`src/rtl/muldiv_pkg.sv`:
```
// Shared types and constants for the iterative multiply/divide sequencer.
// Latency: n/a (package only).
// Backpressure: n/a (package only).
package muldiv_pkg;

  localparam int MD_WIDTH = 32;

  localparam logic OP_MULTU = 1'b0;
  localparam logic OP_DIVU  = 1'b1;

  typedef enum logic [1:0] {
    IDLE = 2'd0,
    RUN  = 2'd1,
    DZ   = 2'd2
  } state_e;

  // Iteration counter width; never narrower than one bit.
  function automatic int cnt_width(input int width);
    return (width > 2) ? $clog2(width) : 1;
  endfunction

endpackage

```
`src/rtl/muldiv_step.sv`:
```
// One combinational iteration of shift-add multiply or restoring divide.
// Latency: 0 cycles (pure combinational).
// Backpressure: none; the caller decides when to register the result.
//
// Ports:
//   op         0 = multiply step, 1 = divide step
//   acc_hi/lo  current accumulator pair
//   m          multiplicand / divisor
//   acc_*_nxt  accumulator pair after this iteration
module muldiv_step
  import muldiv_pkg::*;
#(
  parameter int WIDTH = MD_WIDTH
) (
  input  logic             op,
  input  logic [WIDTH-1:0] acc_hi,
  input  logic [WIDTH-1:0] acc_lo,
  input  logic [WIDTH-1:0] m,
  output logic [WIDTH-1:0] acc_hi_nxt,
  output logic [WIDTH-1:0] acc_lo_nxt
);

  logic [WIDTH:0]   sum;
  logic [WIDTH:0]   r;
  logic [WIDTH-1:0] diff;
  logic             ge;

  always_comb begin
    sum = {1'b0, acc_hi} + (acc_lo[0] ? {1'b0, m} : '0);
    r   = {acc_hi, acc_lo[WIDTH-1]};
    ge  = (r >= {1'b0, m});
    // The partial remainder is always below 2*m, so r - m fits in WIDTH
    // bits whenever it is taken; the dropped top bit is known to be zero.
    diff = r[WIDTH-1:0] - m;

    acc_hi_nxt = acc_hi;
    acc_lo_nxt = acc_lo;
    if (op == OP_MULTU) begin
      acc_hi_nxt = sum[WIDTH:1];
      acc_lo_nxt = {sum[0], acc_lo[WIDTH-1:1]};
    end else if (ge) begin
      acc_hi_nxt = diff;
      acc_lo_nxt = {acc_lo[WIDTH-2:0], 1'b1};
    end else begin
      acc_hi_nxt = r[WIDTH-1:0];
      acc_lo_nxt = {acc_lo[WIDTH-2:0], 1'b0};
    end
  end

endmodule

```
`src/rtl/muldiv_sequencer.sv`:
```
// Iterative unsigned multu/divu unit owning the architectural HI/LO pair.
// Latency: WIDTH busy cycles per operation (1 for divide-by-zero), done pulses the cycle after.
// Backpressure: stall = busy & (start | rd_req); a start while busy waits until IDLE.
//
// Ports:
//   clk, rst          clock, synchronous active-high reset
//   start, op         issue request (level) and opcode (0 multu, 1 divu)
//   rs_val, rt_val    operands from the register file
//   rd_req            current instruction reads HI/LO
//   busy, stall       operation in flight / freeze PC and gate write-back
//   done, dz          result-written pulse / last divide had zero divisor
//   hi, lo            architectural HI and LO
module muldiv_sequencer
  import muldiv_pkg::*;
#(
  parameter int WIDTH = MD_WIDTH
) (
  input  logic             clk,
  input  logic             rst,
  input  logic             start,
  input  logic             op,
  input  logic [WIDTH-1:0] rs_val,
  input  logic [WIDTH-1:0] rt_val,
  input  logic             rd_req,
  output logic             busy,
  output logic             stall,
  output logic             done,
  output logic             dz,
  output logic [WIDTH-1:0] hi,
  output logic [WIDTH-1:0] lo
);

  localparam int                CNT_W    = cnt_width(WIDTH);
  localparam logic [CNT_W-1:0]  LAST_CNT = CNT_W'(WIDTH - 1);

  state_e           state_q, state_d;
  logic             op_q;
  logic [WIDTH-1:0] acc_hi_q, acc_lo_q, m_q;
  logic [WIDTH-1:0] acc_hi_nxt, acc_lo_nxt;
  logic [CNT_W-1:0] cnt_q;
  logic [WIDTH-1:0] hi_q, lo_q;
  logic             dz_q, done_q;

  logic             accept;
  logic             finish_run;
  logic             finish_dz;

  muldiv_step #(.WIDTH(WIDTH)) u_step (
    .op         (op_q),
    .acc_hi     (acc_hi_q),
    .acc_lo     (acc_lo_q),
    .m          (m_q),
    .acc_hi_nxt (acc_hi_nxt),
    .acc_lo_nxt (acc_lo_nxt)
  );

  always_ff @(posedge clk) begin
    if (rst) begin
      state_q <= IDLE;
    end else begin
      state_q <= state_d;
    end
  end

  always_comb begin
    state_d    = state_q;
    accept     = 1'b0;
    finish_run = 1'b0;
    finish_dz  = 1'b0;
    case (state_q)
      IDLE: begin
        if (start) begin
          accept  = 1'b1;
          state_d = (op == OP_DIVU && rt_val == '0) ? DZ : RUN;
        end
      end
      RUN: begin
        if (cnt_q == LAST_CNT) begin
          finish_run = 1'b1;
          state_d    = IDLE;
        end
      end
      DZ: begin
        finish_dz = 1'b1;
        state_d   = IDLE;
      end
      default: state_d = IDLE;
    endcase
  end

  always_ff @(posedge clk) begin
    if (rst) begin
      op_q     <= OP_MULTU;
      acc_hi_q <= '0;
      acc_lo_q <= '0;
      m_q      <= '0;
      cnt_q    <= '0;
      hi_q     <= '0;
      lo_q     <= '0;
      dz_q     <= 1'b0;
      done_q   <= 1'b0;
    end else begin
      done_q <= finish_run | finish_dz;

      // acc_lo also keeps rs for the divide-by-zero path, which writes it to HI.
      if (accept) begin
        op_q     <= op;
        acc_hi_q <= '0;
        acc_lo_q <= rs_val;
        m_q      <= rt_val;
        cnt_q    <= '0;
        dz_q     <= 1'b0;
      end else if (state_q == RUN) begin
        acc_hi_q <= acc_hi_nxt;
        acc_lo_q <= acc_lo_nxt;
        cnt_q    <= cnt_q + CNT_W'(1);
      end

      // HI/LO are only touched at completion so mfhi/mflo see stable values.
      if (finish_run) begin
        hi_q <= acc_hi_nxt;
        lo_q <= acc_lo_nxt;
        dz_q <= 1'b0;
      end
      if (finish_dz) begin
        hi_q <= acc_lo_q;
        lo_q <= '1;
        dz_q <= 1'b1;
      end
    end
  end

  assign busy  = (state_q != IDLE);
  assign stall = busy & (start | rd_req);
  assign done  = done_q;
  assign dz    = dz_q;
  assign hi    = hi_q;
  assign lo    = lo_q;

endmodule
```
`config.mk`:
```
export PLATFORM = sky130hd
export DESIGN_NAME = muldiv_sequencer
export DESIGN_NICKNAME = d
export VERILOG_FILES = /design/src/rtl/muldiv_pkg.sv /design/src/rtl/muldiv_step.sv /design/src/rtl/muldiv_sequencer.sv
export SDC_FILE = /design/constraint.sdc
export NUM_CORES = 1
export LEC_CHECK = 0
export CAP_MARGIN = 10
export CORE_MARGIN = 1
export CORE_UTILIZATION = 30
export CTS_CLUSTER_SIZE = 20
export DETAILED_ROUTE_END_ITERATION = 10
export SETUP_SLACK_MARGIN = 0.05
export SLEW_MARGIN = 20
export SYNTH_ARGS = -nofsm -noshare
export SYNTH_HDL_FRONTEND = slang
export SYNTH_SLANG_ARGS = --single-unit
```
`constraint.sdc`:
```
create_clock -name clk -period 4.9 [get_ports clk]
set_clock_uncertainty 0.05 [all_clocks]
set_input_delay 0.735 -clock clk [delete_from_list [all_inputs] [get_ports clk]]
set_output_delay 0.735 -clock clk [all_outputs]
set_load 0.005 [all_outputs]
```
# Word-level counts from Yosys, hierarchy flattened
# Index checks and enable logic that the tools add are counted.
[classes]
reduce_logical = 9
mux = 23
order_cmp = 1
n_eq_ne = 5
bitwise_logic = 3
addsub = 3
[op_table]
columns = ["cell", "count"]
rows = [
  ["32-bit 2-to-1 mux", 10],
  ["32-bit by 33-bit adder with 33-bit output", 1],
  ["33-bit by 32-bit greater-or-equal comparator with 1-bit output", 1],
  ["32-bit logical NOT", 1],
  ["32-bit subtractor", 1],
  ["1-bit 2-to-1 mux", 9],
  ["2-bit 2-to-1 mux", 3],
  ["2-bit nonzero test", 3],
  ["5-bit by 1-bit adder with 5-bit output (second input constant)", 1],
  ["5-bit equality test (second input constant)", 1],
  ["2-bit inequality test (second input constant)", 2],
  ["2-bit one-hot mux with 2 select lines", 1],
  ["3-bit nonzero test", 1],
  ["2-bit by 1-bit equality test with 1-bit output (second input constant)", 1],
  ["2-bit equality test (second input constant)", 1],
  ["2-bit logical NOT", 1],
  ["1-bit bitwise OR", 2],
  ["2-bit AND reduction", 1],
  ["2-bit OR reduction", 1],
  ["1-bit bitwise AND", 1],
  ["1-bit logical AND", 1],
]
[word_totals]
input_bits = 69
output_inout_bits = 68
wordCells = 54
register_bits = 170

# Logic depth before layout (Yosys ltp)
[logic_depth]
word_depth = 5
mapped_depth = 15
ltp_nobuf = 14

# Hierarchy
# Synthesis repeated with hierarchy kept, for this count alone.
[hier_totals]
hier_cells = 1527
area_unflattened_um2 = 11873.9
[by_module_without_submodules]
columns = ["mod", "cells_each", "seq_area_each_um2", "area_each_um2", "instances"]
rows = [
  ["muldiv_sequencer", 856, 3403.3, 7254.5, 1],
  ["muldiv_step", 671, 0.0, 4619.4, 1],
]

# Worst setup path before layout
# OpenSTA, ideal clock, no wires.
[synth_path]
path_kind = "register to register"
startpoint = "register acc_lo_q[0]"
endpoint = "register hi_q[30] (netlist: hi[30])"
path_slack_ns = 1.766
setup_ns = 0.070
path_stages_with_launch = 14
t_required_ns = 4.780
n_path_buf = 1
synth_period_minus_slack_ns = 3.134
t_arrival_ns = 3.014
cell_sequence = "dfxtp_1 -> clkbuf_1 -> and2_1 -> ha_1 -> and3_1 -> and3_1 -> a2111oi_2 -> nor4_2 -> nor2_2 -> o31a_1 -> mux2_2 -> nor4_2 -> nand3b_1 -> a21oi_1"
[synth_via]
elab_chain_len = 5
[synth_lines]
columns = ["element", "line", "source"]
rows = [
  ["from (decl)", "muldiv_sequencer.sv:38", "logic [WIDTH-1:0] acc_hi_q, acc_lo_q, m_q;"],
  ["from (signal assigned)", "muldiv_sequencer.sv:109", "acc_lo_q <= rs_val;"],
  ["from (signal assigned)", "muldiv_sequencer.sv:115", "acc_lo_q <= acc_lo_nxt;"],
  ["32-bit 2-to-1 mux", "muldiv_step.sv:29", "sum = {1'b0, acc_hi} + (acc_lo[0] ? {1'b0, m} : '0);"],
  ["32-bit by 33-bit adder with 33-bit output", "muldiv_step.sv:29", ""],
  ["32-bit 2-to-1 mux", "muldiv_step.sv:38", "if (op == OP_MULTU) begin"],
  ["32-bit 2-to-1 mux", "muldiv_sequencer.sv:120", "if (finish_run) begin"],
  ["32-bit 2-to-1 mux", "muldiv_sequencer.sv:125", "if (finish_dz) begin"],
  ["to (signal assigned)", "muldiv_sequencer.sv:121", "hi_q <= acc_hi_nxt;"],
  ["to (signal assigned)", "muldiv_sequencer.sv:126", "hi_q <= acc_lo_q;"],
  ["to (decl)", "muldiv_sequencer.sv:41", "logic [WIDTH-1:0] hi_q, lo_q;"],
]
# No other way between the ends. The select of a mux whose other input is x is not followed.
# A chain may end at the register's enable or synchronous reset.

# Final worst setup path
[layout_path]
startpoint = "register acc_lo_q[0]"
endpoint = "register hi_q[31] (netlist: hi[31])"
# Same word-level chain as after synthesis.

==> impl_metrics.tcl <==
set metrics [dict create \
    rsz0062_at_grt "false" \
    slowest_stage "a2111oi_2" \
    hpwl_mm 29.7 \
    grtUsageMet3_pct 3.89 \
    dp.cells 2001 \
    cts_max_path_buffers 2 \
    fp-row-count 70 \
    mostFrequentLayoutCells "nand2_1, dfxtp_1, a21oi_1" \
    post_cts_buffers 0 \
    routabilityCongestion 0.912 \
    r2r_start "acc_lo_q[0]$_SDFFE_PP0P_" \
    setup-violations-final 0 \
    crit_end "hi[31]$_SDFFE_PP0P_" \
    postLayoutCoreUtil_pct 37.0 \
    cp_max_fo 35 \
    worstPathArrival_ns 4.37 \
    netlist_area_mm2 0.0113 \
    period_needed_ns 4.06 \
    pwr-share-seq_pct 38.8 \
    netSwitchingFraction_pct 34.9 \
    die_width_um 196 \
    cts_tree "done" \
    drv_cap 0 \
    grt_pass1_wl_mm 62.5 \
    start_util_pct 30.7 \
    syn_avg_cell_area_um2 7.63 \
    slew_violations 0 \
    reg2reg_depth 14 \
    max_stage_delay_ns 0.55 \
    coreArea_mm2 0.0368 \
    die-area_mm2 0.0384 \
    via_count 11300 \
    ys.warnings.count 0 \
    drive_above_1_share_pct 5.94 \
    grt.total_usage_pct 20.7 \
    dpl_cell_area_mm2 0.0130 \
    cts_made_buffers 17 \
    status "finished clean" \
    wl_per_cell_um 19.7 \
    finalSetupTns_ns 0 \
    worstMarginPinSlew_ns 0.870 \
    crit_required_ns 5.21 \
    crit_path_frequent_cell "a21oi_1" \
    synth.distinct_cells 76 \
    r2r_setup_slack_ns 0.84 \
    io_buffers 136 \
    cp-end-kind "register" \
    drt_iter0_markers 1061 \
    path_cells "buf_4 -> and2_1 -> ha_1 -> fa_1 -> a21oi_1 -> o21ai_0 -> a21oi_1 -> a2111oi_2 -> o211ai_1 -> a21oi_1 -> a31oi_1 -> a2111oi_2 -> a211oi_1 -> a211oi_2" \
    crit_type "register to register" \
    finalHoldViolCount 0 \
    final_common_cell "nand2_1" \
    syn_inst 1478 \
    cts_resized 0 \
    fin_cells 2033 \
    power_density_mw_per_mm2 287 \
    combPwrFrac_pct 23.5 \
    synth_nets 1615 \
    final_area_mm2 0.0136 \
    async_flop_share_pct 0 \
    startpoint "acc_lo_q[0]$_SDFFE_PP0P_" \
    switchingPower_uw 1360 \
    htreeDepth 4 \
    areaGrowthSynthToFinish_pct 20.7 \
    fin_crit_sh_pct 82.9 \
    use_met1_pct 31.4 \
    grt_max_degree 68 \
    routed_wirelength_mm 40.1 \
    synth_seq_cells 170 \
    hold_path_class "register to register" \
    ys_seq_area_share_pct 30.2 \
    intPower_uw 2540 \
    clkLatencyLatePin_ns 0.45 \
    nFillCells 3876 \
    timing.rr.end "hi[31]$_SDFFE_PP0P_" \
    num_io_pins 137 \
    die_h_um 196 \
    grt_antenna_before_repair 0 \
    routed_via_density 5.54 \
    peakVddDrop_mv 0.181 \
    holdBufCountCts 0 \
    leakagePower_uw 0.00514 \
    grt_util_met2_pct 30.1 \
    crit_path_start_kind "register" \
    p_clk_share_pct 37.7 \
    synth_ff_type "dfxtp_1" \
    root_buffer "clkbuf_16" \
    synth-edff-count 0 \
    busiest_layer "met1" \
    max_slew_margin_pct 41.8 \
    final_nets 1689 \
    fmax_mhz 246 \
    drc 0 \
    drtAntennaViolNets 0 \
    grt_overflow 0 \
    clock_sinks 170 \
    cts.clk_slew.worst_paths_ns 0.08 \
    grt_pass1_vias 10600 \
    firstDrtPassIters 5 \
    num_antenna_cells 0 \
]
-- power by group through the flow --
stage | combinational, µW | clock [µW] | sequential (µW)
after floorplan | 652 | 0 | 1500
after global placement | 903 | 0 | 1540
after detailed placement | 901 | 0 | 1540
after CTS | 906 | 1490 | 1510
after global routing | 1000 | 1550 | 1520
final | 915 | 1470 | 1510
-- how the worst min path moves through the flow --
stage | start | endpoint | slack, ns | cells past startpoint
after detailed placement | cnt_q[4]$_SDFFE_PP0P_ | cnt_q[4]$_SDFFE_PP0P_ | 0.41 | 2
after CTS | cnt_q[4]$_SDFFE_PP0P_ | cnt_q[4]$_SDFFE_PP0P_ | 0.42 | 2
after floorplan | cnt_q[4]$_SDFFE_PP0P_ | cnt_q[4]$_SDFFE_PP0P_ | 0.39 | 2
final | m_q[6]$_SDFFE_PP0P_ | m_q[6]$_SDFFE_PP0P_ | 0.42 | 2
after global placement | cnt_q[4]$_SDFFE_PP0P_ | cnt_q[4]$_SDFFE_PP0P_ | 0.40 | 2
after global routing | m_q[7]$_SDFFE_PP0P_ | m_q[7]$_SDFFE_PP0P_ | 0.44 | 2
-- routing by layer --
metal,vias up,wire (µm)
li1,5478,-
met1,5286,20100
met2,460,16400
met3,31,3120
met4,0,448
met5,-,0
-- critical path: cells and delay by family, from the launching register on --
| kind | cells | cell delay (ns) |
|---|---|---|
| AOI/OAI and AO/OA | 10 | 2.60 |
| adders and majority gates | 2 | 0.45 |
| buffers and inverters | 1 | 0.33 |
| DFF | 1 | 0.31 |
| and+or+nand+nor | 1 | 0.20 |
-- cells in the mapped netlist, types with 3 or more instances --
| cell | count | area share, % |
|---|---|---|
| and4_1 | 4 | 0.31 |
| nor4b_1 | 3 | 0.23 |
| a31oi_1 | 36 | 2.0 |
| o211ai_1 | 12 | 0.80 |
| o21ai_0 | 67 | 3.0 |
| o21ai_1 | 7 | 0.31 |
| ha_1 | 66 | 7.3 |
| a21oi_1 | 151 | 6.7 |
| nand4_1 | 13 | 0.72 |
| o21a_1 | 11 | 0.73 |
| buf_6 | 3 | 0.30 |
| xnor2_1 | 31 | 2.4 |
| a2111oi_0 | 27 | 2.1 |
| and2_1 | 40 | 2.2 |
| nand2_1 | 204 | 6.8 |
| buf_1 | 11 | 0.37 |
| buf_2 | 6 | 0.27 |
| a2111oi_2 | 4 | 0.53 |
| a311oi_1 | 4 | 0.31 |
| a21o_1 | 21 | 1.4 |
| nor2_1 | 132 | 4.4 |
| clkbuf_1 | 75 | 2.5 |
| nor3_1 | 52 | 2.3 |
| nand2b_1 | 10 | 0.55 |
| xor2_1 | 22 | 1.7 |
| dfxtp_1 | 170 | 30 |
| a211oi_1 | 37 | 2.5 |
| mux2i_1 | 36 | 3.2 |
| and3_1 | 11 | 0.61 |
| mux2_2 | 10 | 1.0 |
| nor2b_1 | 9 | 0.50 |
| or3_1 | 7 | 0.39 |
| a211o_1 | 8 | 0.62 |
| nor3b_1 | 4 | 0.27 |
| nand3_1 | 32 | 1.4 |
| o31ai_1 | 3 | 0.20 |
| nor4_1 | 11 | 0.61 |
| o22ai_1 | 9 | 0.50 |
| inv_1 | 55 | 1.8 |
| o21bai_1 | 10 | 0.67 |
| o211a_1 | 6 | 0.53 |
-- layout make-up --
cell class              instances  area [µm²]  share of cell area (%)
inverters                      55         206                    1.52
repair buffers                151        1470                    10.8
multi-input cells            1157        7290                    53.6
clock inverters                15         220                    1.62
flip-flops and latches        170        3410                    25.0
clock buffers                  17         425                    3.13
well taps                     468         586                    4.30
-- logic make-up (layout without fill, tap and decap cells) --
| kind of cell | after synthesis | in the layout | synth area share [%] |
|---|---|---|---|
| compound gates | 444 | 444 | 25.8 |
| buf+inv | 151 | 238 | 5.39 |
| fa+ha+maj | 68 | 68 | 7.68 |
| xor+xnor | 53 | 53 | 4.12 |
| mux | 49 | 49 | 4.66 |
| simple gates | 543 | 543 | 22.2 |
| flops | 170 | 170 | 30.2 |
-- state kept, by name, indices dropped and copies added (netlist names) --
name,count
hi,32
acc_hi_q,32
done,1
op_q,1
lo,32
m_q,32
state_q,2
dz,1
cnt_q,5
acc_lo_q,32
-- stage by stage --
stage	hold WS, ns	total power [µW]	setup slack [ns]
6_report	0.420	3900	0.837
5_1_grt	0.442	4070	0.567
4_1_cts	0.417	3910	0.785
3_5_place_dp	0.406	2440	0.836
3_3_place_gp	0.396	2440	0.821
2_1_floorplan	0.391	2150	1.77
Note: power is estimated with default switching activity, not from simulation.
